**src/rtl/imem_fetch_ctrl.sv**
```systemverilog
// Instruction fetch sequencer: owns the fetch PC, buffers {pc, instr} pairs, handles redirect/halt/fault.
// Optional perf counters (perf_fetched, perf_stall) are built when IMEM_FETCH_PERF_EN is defined.
module imem_fetch_ctrl #(
    parameter int          ADDR_WIDTH = 8,
    parameter logic [31:0] RESET_PC   = 32'h0000_0000,
    parameter int          FIFO_DEPTH = 2
) (
    input  logic                  clk,
    input  logic                  rst_n,
    output logic [ADDR_WIDTH-1:0] imem_addr,
    input  logic [31:0]           imem_data,
    input  logic                  redirect_valid,
    input  logic [31:0]           redirect_pc,
    input  logic                  halt,
    output logic                  out_valid,
    input  logic                  out_ready,
    output logic [31:0]           out_instr,
    output logic [31:0]           out_pc,
    output logic                  fault,
    output logic [31:0]           fault_pc
`ifdef IMEM_FETCH_PERF_EN
    ,
    output logic [31:0]           perf_fetched,
    output logic [31:0]           perf_stall
`endif
);

    localparam int PTR_W = $clog2(FIFO_DEPTH);
    localparam int CNT_W = PTR_W + 1;

    localparam logic [1:0] ST_IDLE   = 2'd0;
    localparam logic [1:0] ST_FETCH  = 2'd1;
    localparam logic [1:0] ST_HALTED = 2'd2;
    localparam logic [1:0] ST_FAULT  = 2'd3;

    logic [1:0]       state_r;
    logic [1:0]       state_nxt_s;
    logic [31:0]      pc_r;
    logic [CNT_W-1:0] cnt_r;
    logic [PTR_W-1:0] wr_ptr_r;
    logic [PTR_W-1:0] rd_ptr_r;
    logic [31:0]      fifo_pc_r    [FIFO_DEPTH];
    logic [31:0]      fifo_instr_r [FIFO_DEPTH];
    logic             fault_r;
    logic [31:0]      fault_pc_r;

    logic             redir_live_s;
    logic             redir_ok_s;
    logic             redir_bad_s;
    logic             out_valid_s;
    logic             pop_s;
    logic             push_s;
    logic             full_s;

    assign redir_live_s = redirect_valid && (state_r != ST_FAULT);
    assign redir_ok_s   = redir_live_s && (redirect_pc[1:0] == 2'b00);
    assign redir_bad_s  = redir_live_s && (redirect_pc[1:0] != 2'b00);
    assign out_valid_s  = (cnt_r != {CNT_W{1'b0}}) && (state_r != ST_FAULT);
    assign pop_s        = out_valid_s && out_ready;
    assign full_s       = (cnt_r == CNT_W'(FIFO_DEPTH));
    // Any redirect (good or bad) suppresses the push; a full FIFO may still push if the head retires.
    assign push_s       = (state_r == ST_FETCH) && !halt && !redirect_valid && (!full_s || pop_s);

    assign imem_addr  = pc_r[ADDR_WIDTH+1:2];
    assign out_valid  = out_valid_s;
    assign out_pc     = out_valid_s ? fifo_pc_r[rd_ptr_r]    : 32'h0000_0000;
    assign out_instr  = out_valid_s ? fifo_instr_r[rd_ptr_r] : 32'h0000_0000;
    assign fault      = fault_r;
    assign fault_pc   = fault_pc_r;

    // Next-state selection; a misaligned redirect dominates, an aligned one with halt parks in HALTED.
    always_comb begin
        state_nxt_s = state_r;
        case (state_r)
            ST_IDLE:   state_nxt_s = ST_FETCH;
            ST_FETCH:  if (halt) state_nxt_s = ST_HALTED; else state_nxt_s = ST_FETCH;
            ST_HALTED: if (!halt) state_nxt_s = ST_FETCH; else state_nxt_s = ST_HALTED;
            ST_FAULT:  state_nxt_s = ST_FAULT;
            default:   state_nxt_s = ST_FAULT;
        endcase
        if (redir_bad_s) begin
            state_nxt_s = ST_FAULT;
        end else if (redir_ok_s && halt) begin
            state_nxt_s = ST_HALTED;
        end else begin
            state_nxt_s = state_nxt_s;
        end
    end

    // State, PC and sticky fault registers.
    always_ff @(posedge clk or negedge rst_n) begin
        if (!rst_n) begin
            state_r    <= ST_IDLE;
            pc_r       <= RESET_PC;
            fault_r    <= 1'b0;
            fault_pc_r <= 32'h0000_0000;
        end else begin
            state_r <= state_nxt_s;
            if (redir_ok_s) begin
                pc_r <= redirect_pc;
            end else if (push_s) begin
                pc_r <= pc_r + 32'd4;
            end
            if (redir_bad_s) begin
                fault_r    <= 1'b1;
                fault_pc_r <= redirect_pc;
            end
        end
    end

    // FIFO occupancy and pointers; any redirect empties the buffer, even an entry retiring this cycle.
    always_ff @(posedge clk or negedge rst_n) begin
        if (!rst_n) begin
            cnt_r    <= {CNT_W{1'b0}};
            wr_ptr_r <= {PTR_W{1'b0}};
            rd_ptr_r <= {PTR_W{1'b0}};
        end else if (redir_live_s) begin
            cnt_r    <= {CNT_W{1'b0}};
            wr_ptr_r <= {PTR_W{1'b0}};
            rd_ptr_r <= {PTR_W{1'b0}};
        end else begin
            if (push_s) wr_ptr_r <= wr_ptr_r + PTR_W'(1);
            if (pop_s)  rd_ptr_r <= rd_ptr_r + PTR_W'(1);
            if (push_s && !pop_s) begin
                cnt_r <= cnt_r + CNT_W'(1);
            end else if (pop_s && !push_s) begin
                cnt_r <= cnt_r - CNT_W'(1);
            end
        end
    end

    // FIFO payload storage.
    always_ff @(posedge clk or negedge rst_n) begin
        if (!rst_n) begin
            for (int i = 0; i < FIFO_DEPTH; i++) begin
                fifo_pc_r[i]    <= 32'h0000_0000;
                fifo_instr_r[i] <= 32'h0000_0000;
            end
        end else if (push_s) begin
            fifo_pc_r[wr_ptr_r]    <= pc_r;
            fifo_instr_r[wr_ptr_r] <= imem_data;
        end
    end

`ifdef IMEM_FETCH_PERF_EN
    logic [31:0] perf_fetched_r;
    logic [31:0] perf_stall_r;

    assign perf_fetched = perf_fetched_r;
    assign perf_stall   = perf_stall_r;

    // Saturating event counters; only rst_n clears them.
    always_ff @(posedge clk or negedge rst_n) begin
        if (!rst_n) begin
            perf_fetched_r <= 32'h0000_0000;
            perf_stall_r   <= 32'h0000_0000;
        end else begin
            if (push_s && (perf_fetched_r != 32'hFFFF_FFFF)) begin
                perf_fetched_r <= perf_fetched_r + 32'd1;
            end
            if ((state_r == ST_FETCH) && full_s && !pop_s && (perf_stall_r != 32'hFFFF_FFFF)) begin
                perf_stall_r <= perf_stall_r + 32'd1;
            end
        end
    end
`endif

endmodule

```
**config.mk**
```make
export PLATFORM = sky130hd
export DESIGN_NAME = imem_fetch_ctrl
export DESIGN_NICKNAME = d
export VERILOG_FILES = /design/src/rtl/imem_fetch_ctrl.sv
export SDC_FILE = /design/constraint.sdc
export NUM_CORES = 1
export LEC_CHECK = 0
export ABC_AREA = 1
export BUFFER_PORTS_ARGS = -buffer_cell sky130_fd_sc_hd__buf_2
export CAP_MARGIN = 0
export CELL_PAD_IN_SITES_DETAIL_PLACEMENT = 1
export CELL_PAD_IN_SITES_GLOBAL_PLACEMENT = 2
export CORE_ASPECT_RATIO = 1.4
export CORE_MARGIN = 10
export CORE_UTILIZATION = 32
export CTS_CLUSTER_SIZE = 24
export DETAILED_ROUTE_END_ITERATION = 8
export PLACE_DENSITY = 0.81
export RECOVER_POWER = 100
export SLEW_MARGIN = 20
export SYNTH_ARGS = -nofsm -noshare
export SYNTH_HDL_FRONTEND = slang
export SYNTH_SLANG_ARGS = --single-unit
export TNS_END_PERCENT = 20
```
**constraint.sdc**
```tcl
create_clock -name clk -period 2.6 [get_ports clk]
set_clock_uncertainty 0.2 [all_clocks]
set_input_delay 0.39 -clock clk [delete_from_list [all_inputs] [get_ports clk]]
set_output_delay 0.39 -clock clk [all_outputs]
set_load 0.005 [all_outputs]
```
==> impl_results.rst, run 1 <==
.. list-table::
   :header-rows: 1

   * - Metric
     - Value
   * - Mapped Nets
     - 1463
   * - Starting Density
     - 0.323
   * - CTS sink cnt
     - 199
   * - Post-CTS Setup Inserts
     - 0
   * - Areal power density over the cells
     - ~1100 mW/mm^2
   * - Average wire length per cell after detail routing
     - 16.3 um
   * - Worst hold slack across all endpoints
     - between 0.015 and 0.02 ns
   * - Final period util
     - 0.934
   * - Area growth from synthesis to layout
     - 19.9%
   * - Clk buf depth
     - 2
   * - Launching element type of the critical path
     - register
   * - Area of the die
     - 0.0396 mm^2
   * - Final standard cell utilization of the core
     - 0.388
   * - Worst-case headroom to the max-slew limit
     - 0.278
   * - Dpl cell area
     - 0.0114 mm^2
   * - Initial antenna violation count
     - 0
   * - Synthesis Warnings
     - 0
   * - Most frequent CP cell
     - nand2_1
   * - Setup TNS
     - 0 ns
   * - Gpl congestion
     - 0.829
   * - Maximum vdd ir drop
     - about 0.00046 V
   * - Static leakage power
     - approximately 6.7 nW
   * - Delay contributed by the slowest stage of the critical path
     - 0.43 ns
   * - Async set or reset register ratio after synthesis
     - 1.00
   * - Number of register bits inferred by synthesis
     - between 150 and 200
   * - Total CTS buffers
     - 17
   * - CP endpoint kind
     - output port
   * - CP required
     - 2.01 ns
   * - Reg-to-reg endpoint
     - fifo_pc_r[20]
   * - Final cell count without fillers
     - 1983
   * - Classification of the worst setup path
     - reg2out
   * - RR Startpoint
     - state_r[0]
   * - # DRC
     - 0
   * - Placed insts
     - ~1900
   * - Type of the most critical hold path
     - in2reg
   * - Gate count after technology mapping
     - 1390
   * - IO Pins
     - 175
   * - Count of distinct cell types in the synthesized netlist
     - 29
   * - Syn_area_per_cell
     - roughly 7.3 um^2
   * - Worst min-delay path startpoint
     - imem_data[10]
   * - Clock tree from TritonCTS
     - done
   * - Overflow left after global routing
     - 0
   * - Count of final setup violators
     - 0
   * - Count of endpoints failing hold in the final timing report
     - 0
   * - Largest net degree at the start of global routing
     - 67
   * - Setup ws final
     - 0.171 ns
   * - Number of nets in the final layout
     - 1649
   * - DR vias/cell
     - 4.56
   * - Netlist area before placement
     - around 0.010 mm^2
   * - Outcome
     - finished clean
   * - Final wirelength
     - roughly 32000 um
   * - Number of cells on the worst reg-to-reg path
     - 9
   * - Die boundary width
     - 171 um
   * - Peak Freq
     - 412 MHz
   * - Data arrival at the endpoint of the critical path
     - ~1.8 ns
   * - Post-Place Worst Slack
     - approximately 0.43 ns
   * - Hold worst-path end
     - fifo_instr_r[10]
   * - Setup slack of the most critical reg-to-reg path
     - 0.32 ns
   * - DP HPWL
     - between 20000 and 25000 um
   * - Final critical-path required period
     - approximately 2.4 ns
   * - Worst hold path stage count
     - 3
   * - Number of placement rows
     - 77
   * - Post-route design area
     - 0.0122 mm^2
   * - Most frequently used flop master after synthesis
     - dfrtp_1
   * - Cell at the root of the clock tree
     - clkbuf_16
   * - Sequential area share after synthesis
     - 0.488
   * - Antenna Violating Nets Remaining
     - 0
   * - Floorplan core area
     - 0.0316 mm^2
   * - RSZ-0062 raised after global routing
     - no
   * - Max-slew violation count
     - 0
   * - Clock-pin transition on the worst setup and hold timing paths
     - roughly 0.070 ns
   * - Drt initial violations
     - 380
   * - Number of flops mapped to enable cells by yosys
     - 0
   * - # H-tree levels
     - 4
   * - Share of post-route cells with drive strength above 1
     - 0.104
   * - Cell with the largest stage delay on the worst path
     - dfrtp_2
   * - # port buffers
     - 174
   * - Total number of vias
     - 9050
   * - Max Fanout on Critical Path
     - 34
   * - First-pass GRT wire length
     - 51900 um
   * - CP Cell Sequence
     - inv_2, buf_12, nand2_1, nand2_1, nand2_1, inv_1, clkbuf_1
   * - Clock latency on the worst-skew pair
     - 0.45 ns
   * - Total power consumption of the routed design
     - 13.1 mW
   * - Diode insertion count for antenna repair
     - 0
   * - Number of global-route vias before repair
     - between 9000 and 10000
   * - GRT Total Usage
     - 0.164
   * - Worst Max-Slew Pin Slew
     - 1.08 ns
   * - MaxCap Viol Count
     - 0
   * - Die boundary height
     - ~230 um
   * - First-pass iteration count of the detailed router
     - 4
## layout by cell type, fill, tap and decap left out, types with 2 or more instances in the layout
cell	count
a21oi_1	3
buf_12	5
buf_2	92
buf_4	3
buf_6	3
bufinv_16	4
clkbuf_1	84
clkbuf_16	20
clkbuf_2	5
clkbuf_4	3
clkbuf_8	2
clkinv_4	2
clkinvlp_4	4
dfrtp_1	198
dlygate4sd3_1	43
ha_1	3
inv_1	155
inv_2	4
nand2_1	661
nand3_1	71
nand4_1	3
nor2_1	54
o211ai_1	8
o21ai_0	120
o21ai_1	11
o21ai_2	8
xor2_1	4
## flip-flops by register name (all words and copies together) (netlist names)
register and flops:
fifo_pc_r 64, state_r 2, fault_pc 32, pc_r 32, wr_ptr_r 1, rd_ptr_r 1, fault 1, fifo_instr_r 64
cnt_r 2
## worst max path at each step
stage,startpoint,end
3_5_place_dp,state_r[0],fifo_instr_r[58]
6_report,rd_ptr_r,out_pc[14]
2_1_floorplan,state_r[0],out_instr[0]
4_1_cts,state_r[0],out_pc[10]
3_3_place_gp,state_r[0],out_pc[10]
5_1_grt,rd_ptr_r,out_pc[14]
## cells by family (layout without fill, tap and decap cells)
logic type,Yosys count,in the layout,synth area share
buffers and inverters,236,434,0.104
flip-flops,199,199,0.488
AO/OA/AOI/OAI,151,151,0.0947
AND/OR/NAND/NOR,795,795,0.304
adder cells (fa/ha/maj),4,4,0.00490
XOR/XNOR,5,5,0.00429
## metal layers
layer  vias to the layer above  global-route usage  wire length, um  share of wire
met5                         -                   0                0              0
met4                         0              0.0575              635          0.020
met3                        26              0.0265             1050          0.032
met2                       138               0.293            16500           0.51
met1                      4300               0.192            14000           0.44
li1                       4586                   -                -              -
## synth_stat cells, types with 3 or more instances
library cell,number,area share
nand4_1,3,0.0018
xor2_1,4,0.0034
dfrtp_1,199,0.49
nand3_1,70,0.034
nand2_1,660,0.24
nor2_1,53,0.019
clkbuf_1,17,0.0062
ha_1,4,0.0049
buf_1,9,0.0033
o21ai_2,50,0.043
buf_6,15,0.017
inv_1,155,0.057
a21oi_1,3,0.0015
o211ai_1,8,0.0059
buf_4,10,0.0073
o21ai_0,40,0.020
inv_2,5,0.0018
o21ai_1,49,0.024
buf_2,24,0.012
nand2_2,3,0.0018
## area by class of cell
cell class	count	area [um^2]
multi-input cells	955	4010
inverters	160	606
fillers	4059	19400
repair buffers	243	1530
well taps	395	494
clock inverters	11	173
flip-flops and latches	199	4980
clock buffers	20	457
## timing repair
item	CTS	global route
hold endpoints to repair	89	0
setup endpoints to repair	0	57
resized for setup	0	6
hold buffers	43	0
## critical path: cells and delay by family, from the launching register on
kind	cells	cell delay (ns)
AND/OR/NAND/NOR	3	0.22
buffers and inverters	4	0.73
flip-flops	1	0.43
## where the power goes
part	switching, mW	internal, mW
sequential	0.865	4.32
clock	1.23	1.66
combinational	3.17	1.88
total	5.27	7.86
Note: power is estimated with default switching activity, not from simulation.
==> inputs of run 2 (changes only) <==
--- a/config.mk
+++ b/config.mk
@@ -8,14 +8,12 @@
 export ABC_AREA = 1
 export BUFFER_PORTS_ARGS = -buffer_cell sky130_fd_sc_hd__buf_2
 export CAP_MARGIN = 0
-export CELL_PAD_IN_SITES_DETAIL_PLACEMENT = 1
-export CELL_PAD_IN_SITES_GLOBAL_PLACEMENT = 2
 export CORE_ASPECT_RATIO = 1.4
 export CORE_MARGIN = 10
-export CORE_UTILIZATION = 32
+export CORE_UTILIZATION = 57
 export CTS_CLUSTER_SIZE = 24
 export DETAILED_ROUTE_END_ITERATION = 8
-export PLACE_DENSITY = 0.81
+export PLACE_DENSITY = 0.82
 export RECOVER_POWER = 100
 export SLEW_MARGIN = 20
 export SYNTH_ARGS = -nofsm -noshare
==> impl_results.rst, run 2 (synthesis results as in run 1) <==
.. list-table::
   :header-rows: 1

   * - Metric
     - Value
   * - Outcome
     - complete, but fails checks
   * - Violations in the final reports
     - capacitance limit, slew limit
   * - Regs by FF count
     - fifo_instr_r (64), fifo_pc_r (64)
   * - Area growth from synthesis to layout
     - 15.7%
   * - Setup TNS
     - 0 ns
   * - Clock-pin transition on the worst setup and hold timing paths
     - 0.07 ns
   * - Classification of the worst setup path
     - reg2out
   * - Final wirelength
     - roughly 26000 um
   * - RSZ-0062 raised after global routing
     - no
   * - First-pass iteration count of the detailed router
     - 5
   * - Clock latency on the worst-skew pair
     - 0.44 ns
   * - Number of cells on the worst reg-to-reg path
     - 8
   * - Worst min-delay path startpoint
     - imem_data[31]
   * - Hold worst-path end
     - fifo_instr_r[63]
   * - # port buffers
     - 174
   * - Data arrival at the endpoint of the critical path
     - 1.92 ns
   * - Drt initial violations
     - 676
   * - Routing usage on met2
     - 0.375
   * - Launching element type of the critical path
     - register
   * - Antenna Violating Nets Remaining
     - 0
   * - Cell at the root of the clock tree
     - clkbuf_16
   * - Peak Freq
     - 398 MHz
   * - Die boundary width
     - 133 um
   * - Number of placement rows
     - 57
   * - Worst hold path stage count
     - 3
   * - Number of global-route vias before repair
     - 8969
   * - Clk buf depth
     - 2
   * - Count of final setup violators
     - 0
   * - Max-slew violation count
     - 61
   * - Type of the most critical hold path
     - in2reg
   * - Fraction of met1 tracks used by global routing
     - 0.269
   * - Average wire length per cell after detail routing
     - around 14 um
   * - Initial antenna violation count
     - 0
   * - Worst Max-Slew Pin Slew
     - around 1.5 ns
   * - Post-route design area
     - 0.0118 mm^2
   * - Max Fanout on Critical Path
     - 25
   * - Final standard cell utilization of the core
     - 0.676
   * - DR vias/cell
     - approximately 5.0
   * - CP required
     - 2.01 ns
   * - Areal power density over the cells
     - 1060 mW/mm^2
   * - RR Startpoint
     - state_r[0]
   * - Diode insertion count for antenna repair
     - 0
   * - Clock tree from TritonCTS
     - done
   * - Busiest layer in global routing
     - met2
   * - Final period util
     - 0.967
   * - Static leakage power
     - 6.54 nW
   * - Commonest cells after routing, fill and taps aside
     - nand2_1, dfrtp_1, inv_1
   * - Overflow left after global routing
     - 0
   * - CP endpoint kind
     - output port
   * - Share of post-route cells with drive strength above 1
     - 0.102
   * - DP HPWL
     - 17900 um
   * - Count of endpoints failing hold in the final timing report
     - 0
   * - Area of the die
     - 0.0238 mm^2
   * - Largest net degree at the start of global routing
     - 65
   * - CTS sink cnt
     - 199
   * - Dpl cell area
     - 0.0112 mm^2
   * - Die boundary height
     - 178 um
   * - # H-tree levels
     - 4
   * - # DRC
     - 0
   * - Total CTS buffers
     - 17
   * - Reg-to-reg endpoint
     - fifo_instr_r[33]
   * - Gpl congestion
     - about 0.97
   * - Most common cell after layout, fill and taps aside
     - nand2_1
   * - Maximum vdd ir drop
     - 0.000571 V
   * - First-pass GRT wire length
     - 43300 um
   * - Post-CTS Setup Inserts
     - 0
   * - Floorplan core area
     - between 0.015 and 0.02 mm^2
   * - Worst-case headroom to the max-slew limit
     - -0.0189
   * - MaxCap Viol Count
     - 1
   * - Number of nets in the final layout
     - 1636
   * - Fraction of met3 tracks used by global routing
     - 0.0470
   * - Setup slack of the most critical reg-to-reg path
     - 0.20 ns
   * - GRT Total Usage
     - 0.219
   * - Starting Density
     - 0.585
   * - Total number of vias
     - 9074
   * - IO Pins
     - 175
   * - Final critical-path required period
     - 2.51 ns
run 2: power by group:
group / internal, mW / leakage [nW] / switching [mW] / total (mW)
sequential: 4.32 / 2.57 / 0.863 / 5.18
clock: 1.45 / 0.278 / 1.19 / 2.64
combinational: 1.72 / 3.69 / 2.92 / 4.65
run 2: area by class of cell:
cell class | instances | area (um^2)
inverter | 160 | 606
timing repair buffer | 230 | 1340
fill | 1634 | 5660
sequential | 199 | 4980
clock buffer | 19 | 443
tap | 236 | 295
multi-input combinational | 955 | 4010
clock inverter | 13 | 146
run 2: worst max-delay path by stage:
stage                     startpoint            to  slack (ns)  cells after the start
after floorplan           state_r[0]  out_instr[0]        0.66                      8
after global placement       pc_r[2]      pc_r[28]        0.38                     10
after detailed placement     pc_r[2]      pc_r[28]        0.38                     10
after CTS                 state_r[0]    out_pc[14]        0.02                      8
after global routing      state_r[0]    out_pc[11]       0.002                      8
final                     state_r[0]     out_pc[1]        0.09                      8
run 2: what timing repair did:
item	CTS	global route
endpoints found under the hold margin	94	0
hold buffers	34	0
setup endpoints to repair	0	52
gates resized for setup	0	4
run 2: per-layer routing:
layer,part of all wire,vias up
li1,-,4558
met1,0.42,4203
met2,0.50,266
met3,0.058,47
met4,0.024,0
met5,0,-
run 2: critical path, stage by stage, from the launching register on:
cell	delay, ns
dfrtp_1	0.40
ha_1	0.23
inv_2	0.08
nand2_1	0.11
inv_6	0.17
clkbuf_16	0.23
nand2_1	0.06
inv_1	0.06
clkbuf_1	0.13
run 2: metrics by stage:
step	hold WS, ns	total power [mW]	cells	setup WS [ns]
global placement	0.192	9.92	1745	0.376
CTS	0.00297	12.8	1811	0.0217
finish	0.0180	12.5	1812	0.0851
detailed placement	0.205	10.1	1745	0.376
global route	0.0234	13.6	1812	0.00230
floorplan	-0.106	8.42	1390	0.657
==> inputs of run 3 (changes only) <==
--- a/config.mk
+++ b/config.mk
@@ -10,10 +10,10 @@
 export CAP_MARGIN = 0
 export CORE_ASPECT_RATIO = 1.4
 export CORE_MARGIN = 10
-export CORE_UTILIZATION = 57
+export CORE_UTILIZATION = 40
 export CTS_CLUSTER_SIZE = 24
 export DETAILED_ROUTE_END_ITERATION = 8
-export PLACE_DENSITY = 0.82
+export PLACE_DENSITY = 0.61
 export RECOVER_POWER = 100
 export SLEW_MARGIN = 20
 export SYNTH_ARGS = -nofsm -noshare
==> constraint.sdc (replaced) <==
create_clock -name clk -period 2.5 [get_ports clk]
set_clock_uncertainty 0.2 [all_clocks]
set_input_delay 0.375 -clock clk [delete_from_list [all_inputs] [get_ports clk]]
set_output_delay 0.375 -clock clk [all_outputs]
set_load 0.005 [all_outputs]
==> impl_results.rst, run 3 (synthesis results as in run 1) <==
.. list-table::
   :header-rows: 1

   * - Metric
     - Value
   * - Final period util
     - 0.945
   * - Maximum vdd ir drop
     - 0.000564 V
   * - Most frequent CP cell
     - nand2_2
   * - # port buffers
     - 174
   * - Worst hold slack across all endpoints
     - 0.0118 ns
   * - Outcome
     - finished clean
   * - Multi-input logic area
     - 0.00399 mm^2
   * - Total number of vias
     - 8975
   * - Number of placement rows
     - 69
   * - MaxCap Viol Count
     - 0
   * - Max-slew violation count
     - 0
   * - Die boundary width
     - 155 um
   * - Final wirelength
     - 28600 um
   * - IO Pins
     - 175
   * - Largest net degree at the start of global routing
     - 68
   * - Regs by FF count
     - fifo_instr_r (64), fifo_pc_r (64)
   * - Delay contributed by the slowest stage of the critical path
     - 0.40 ns
   * - CTS sink cnt
     - between 150 and 200
   * - Areal power density over the cells
     - ~1100 mW/mm^2
   * - Worst Max-Slew Pin Slew
     - 1.03 ns
   * - Floorplan core area
     - 0.0253 mm^2
   * - Final standard cell utilization of the core
     - 0.479
   * - Clock latency on the worst-skew pair
     - roughly 0.44 ns
   * - Starting Density
     - 0.404
   * - Setup ws final
     - 0.138 ns
   * - RSZ-0062 raised after global routing
     - no
   * - Commonest cells after routing, fill and taps aside
     - nand2_1, dfrtp_1, inv_1
   * - Data arrival at the endpoint of the critical path
     - 1.79 ns
   * - Clock tree from TritonCTS
     - done
   * - Cell family contributing the most delay on the critical path
     - buffers and inverters
   * - Launching element type of the critical path
     - register
   * - Post-Place Worst Slack
     - 0.310 ns
   * - Overflow left after global routing
     - 0
   * - Most common cell after layout, fill and taps aside
     - nand2_1
   * - # H-tree levels
     - 4
   * - Cell at the root of the clock tree
     - clkbuf_16
   * - Number of nets in the final layout
     - 1651
   * - # DRC
     - 0
   * - Number of buffer and inverter instances along the worst setup path
     - 5
   * - DP HPWL
     - about 19000 um
   * - Antenna Violating Nets Remaining
     - 0
   * - Fillcell total
     - 2655
   * - Cell with the largest stage delay on the worst path
     - dfrtp_1
   * - Total CTS buffers
     - 17
   * - Initial antenna violation count
     - 0
   * - Total power consumption of the routed design
     - 13.4 mW
   * - Clock-pin transition on the worst setup and hold timing paths
     - 0.07 ns
   * - CP endpoint kind
     - output port
   * - Die boundary height
     - 209 um
   * - Max Fanout on Critical Path
     - 8
   * - Type of the most critical hold path
     - in2reg
   * - Static leakage power
     - 6.65 nW
   * - Peak Freq
     - 423 MHz
   * - Number of global-route vias before repair
     - 8770
   * - CP required
     - 1.92 ns
   * - DR vias/cell
     - 4.70
   * - First-pass iteration count of the detailed router
     - 5
   * - Worst-case headroom to the max-slew limit
     - 0.314
   * - Share of post-route cells with drive strength above 1
     - 0.106
   * - Gpl congestion
     - 0.917
   * - Area taken by flip-flops and latches
     - 0.00498 mm^2
   * - Setup slack of the most critical reg-to-reg path
     - 0.25 ns
   * - Classification of the worst setup path
     - reg2out
   * - Clk buf depth
     - 2
   * - Area growth from synthesis to layout
     - 18.6%
   * - First-pass GRT wire length
     - about 45000 um
   * - CP Cell Sequence
     - ha_2, inv_2, nand2_2, clkinv_4, clkbuf_16, nand2_2, inv_1, clkbuf_1
   * - Count of endpoints failing hold in the final timing report
     - 0
   * - Count of final setup violators
     - 0
   * - Area of the die
     - ~0.032 mm^2
   * - GRT Total Usage
     - 0.166
   * - Final critical-path required period
     - ~2.4 ns
   * - Average wire length per cell after detail routing
     - between 10 and 15 um
   * - Setup TNS
     - 0 ns
   * - Drt initial violations
     - 453
-- run 3: changes by cell type in the layout (fill, tap and decap cells not counted), sizes merged --
cell / delta
diode: +1
inv: -1
dlygate4sd3: +13
buf: +7
clkinvlp: -1
clkbuf: -5
clkinv: +2
-- run 3: where the power goes --
part / total, mW / internal (mW) / switching (mW) / leakage (nW)
registers: 5.39 / 4.49 / 0.901 / 2.57
clock network: 2.79 / 1.54 / 1.25 / 0.286
logic: 5.19 / 1.98 / 3.21 / 3.79
total: 13.4 / 8.01 / 5.36 / 6.65
-- run 3: worst min-delay path: stages --
cell	delay, ns
buf_2	0.10
inv_1	0.07
o21ai_1	0.06
-- run 3: timing repair --
item | in CTS | in global routing
endpoints found under the hold margin | 121 | 0
gates cloned | 0 | 7
gates resized for setup | 2 | 8
endpoints found under the setup margin | 2 | 64
hold buffers | 47 | 0
setup buffers | 0 | 0
-- run 3: cell type report --
type	instances	area share
diodes	1	0.000207
clock buffers	19	0.0374
clock inverters	13	0.0120
inverters	160	0.0500
multi-input cells	955	0.330
flip-flops and latches	199	0.411
well taps	319	0.0329
repair buffers	245	0.127
-- run 3: metal layers --
layer / share of wire / GRT usage / wire length [um]
met1: 0.43 / 0.205 / 12400
met2: 0.50 / 0.284 / 14400
met3: 0.045 / 0.0331 / 1270
met4: 0.018 / 0.0535 / 511
met5: 0 / 0 / 0
-- run 3: final timing paths --
| path | endpoint | depth (start not counted) | start |
|---|---|---|---|
| max | out_pc[15] | 8 | state_r[0] |
| min | fifo_instr_r[14] | 3 | imem_data[14] |
| max reg2reg | fifo_pc_r[25] | 9 | state_r[0] |
| min reg2reg | fault | 1 | fault |
| max in group asynchronous | fifo_instr_r[43] | 3 | rst_n |
| min in group asynchronous | fault_pc[0] | 2 | rst_n |
-- run 3: through the flow --
stage,area [um^2],std cells
after global routing,12100,1910
after detailed placement,11300,1824
after floorplan,10200,1390
final,12100,1911
after global placement,11300,1824
after CTS,12300,1903
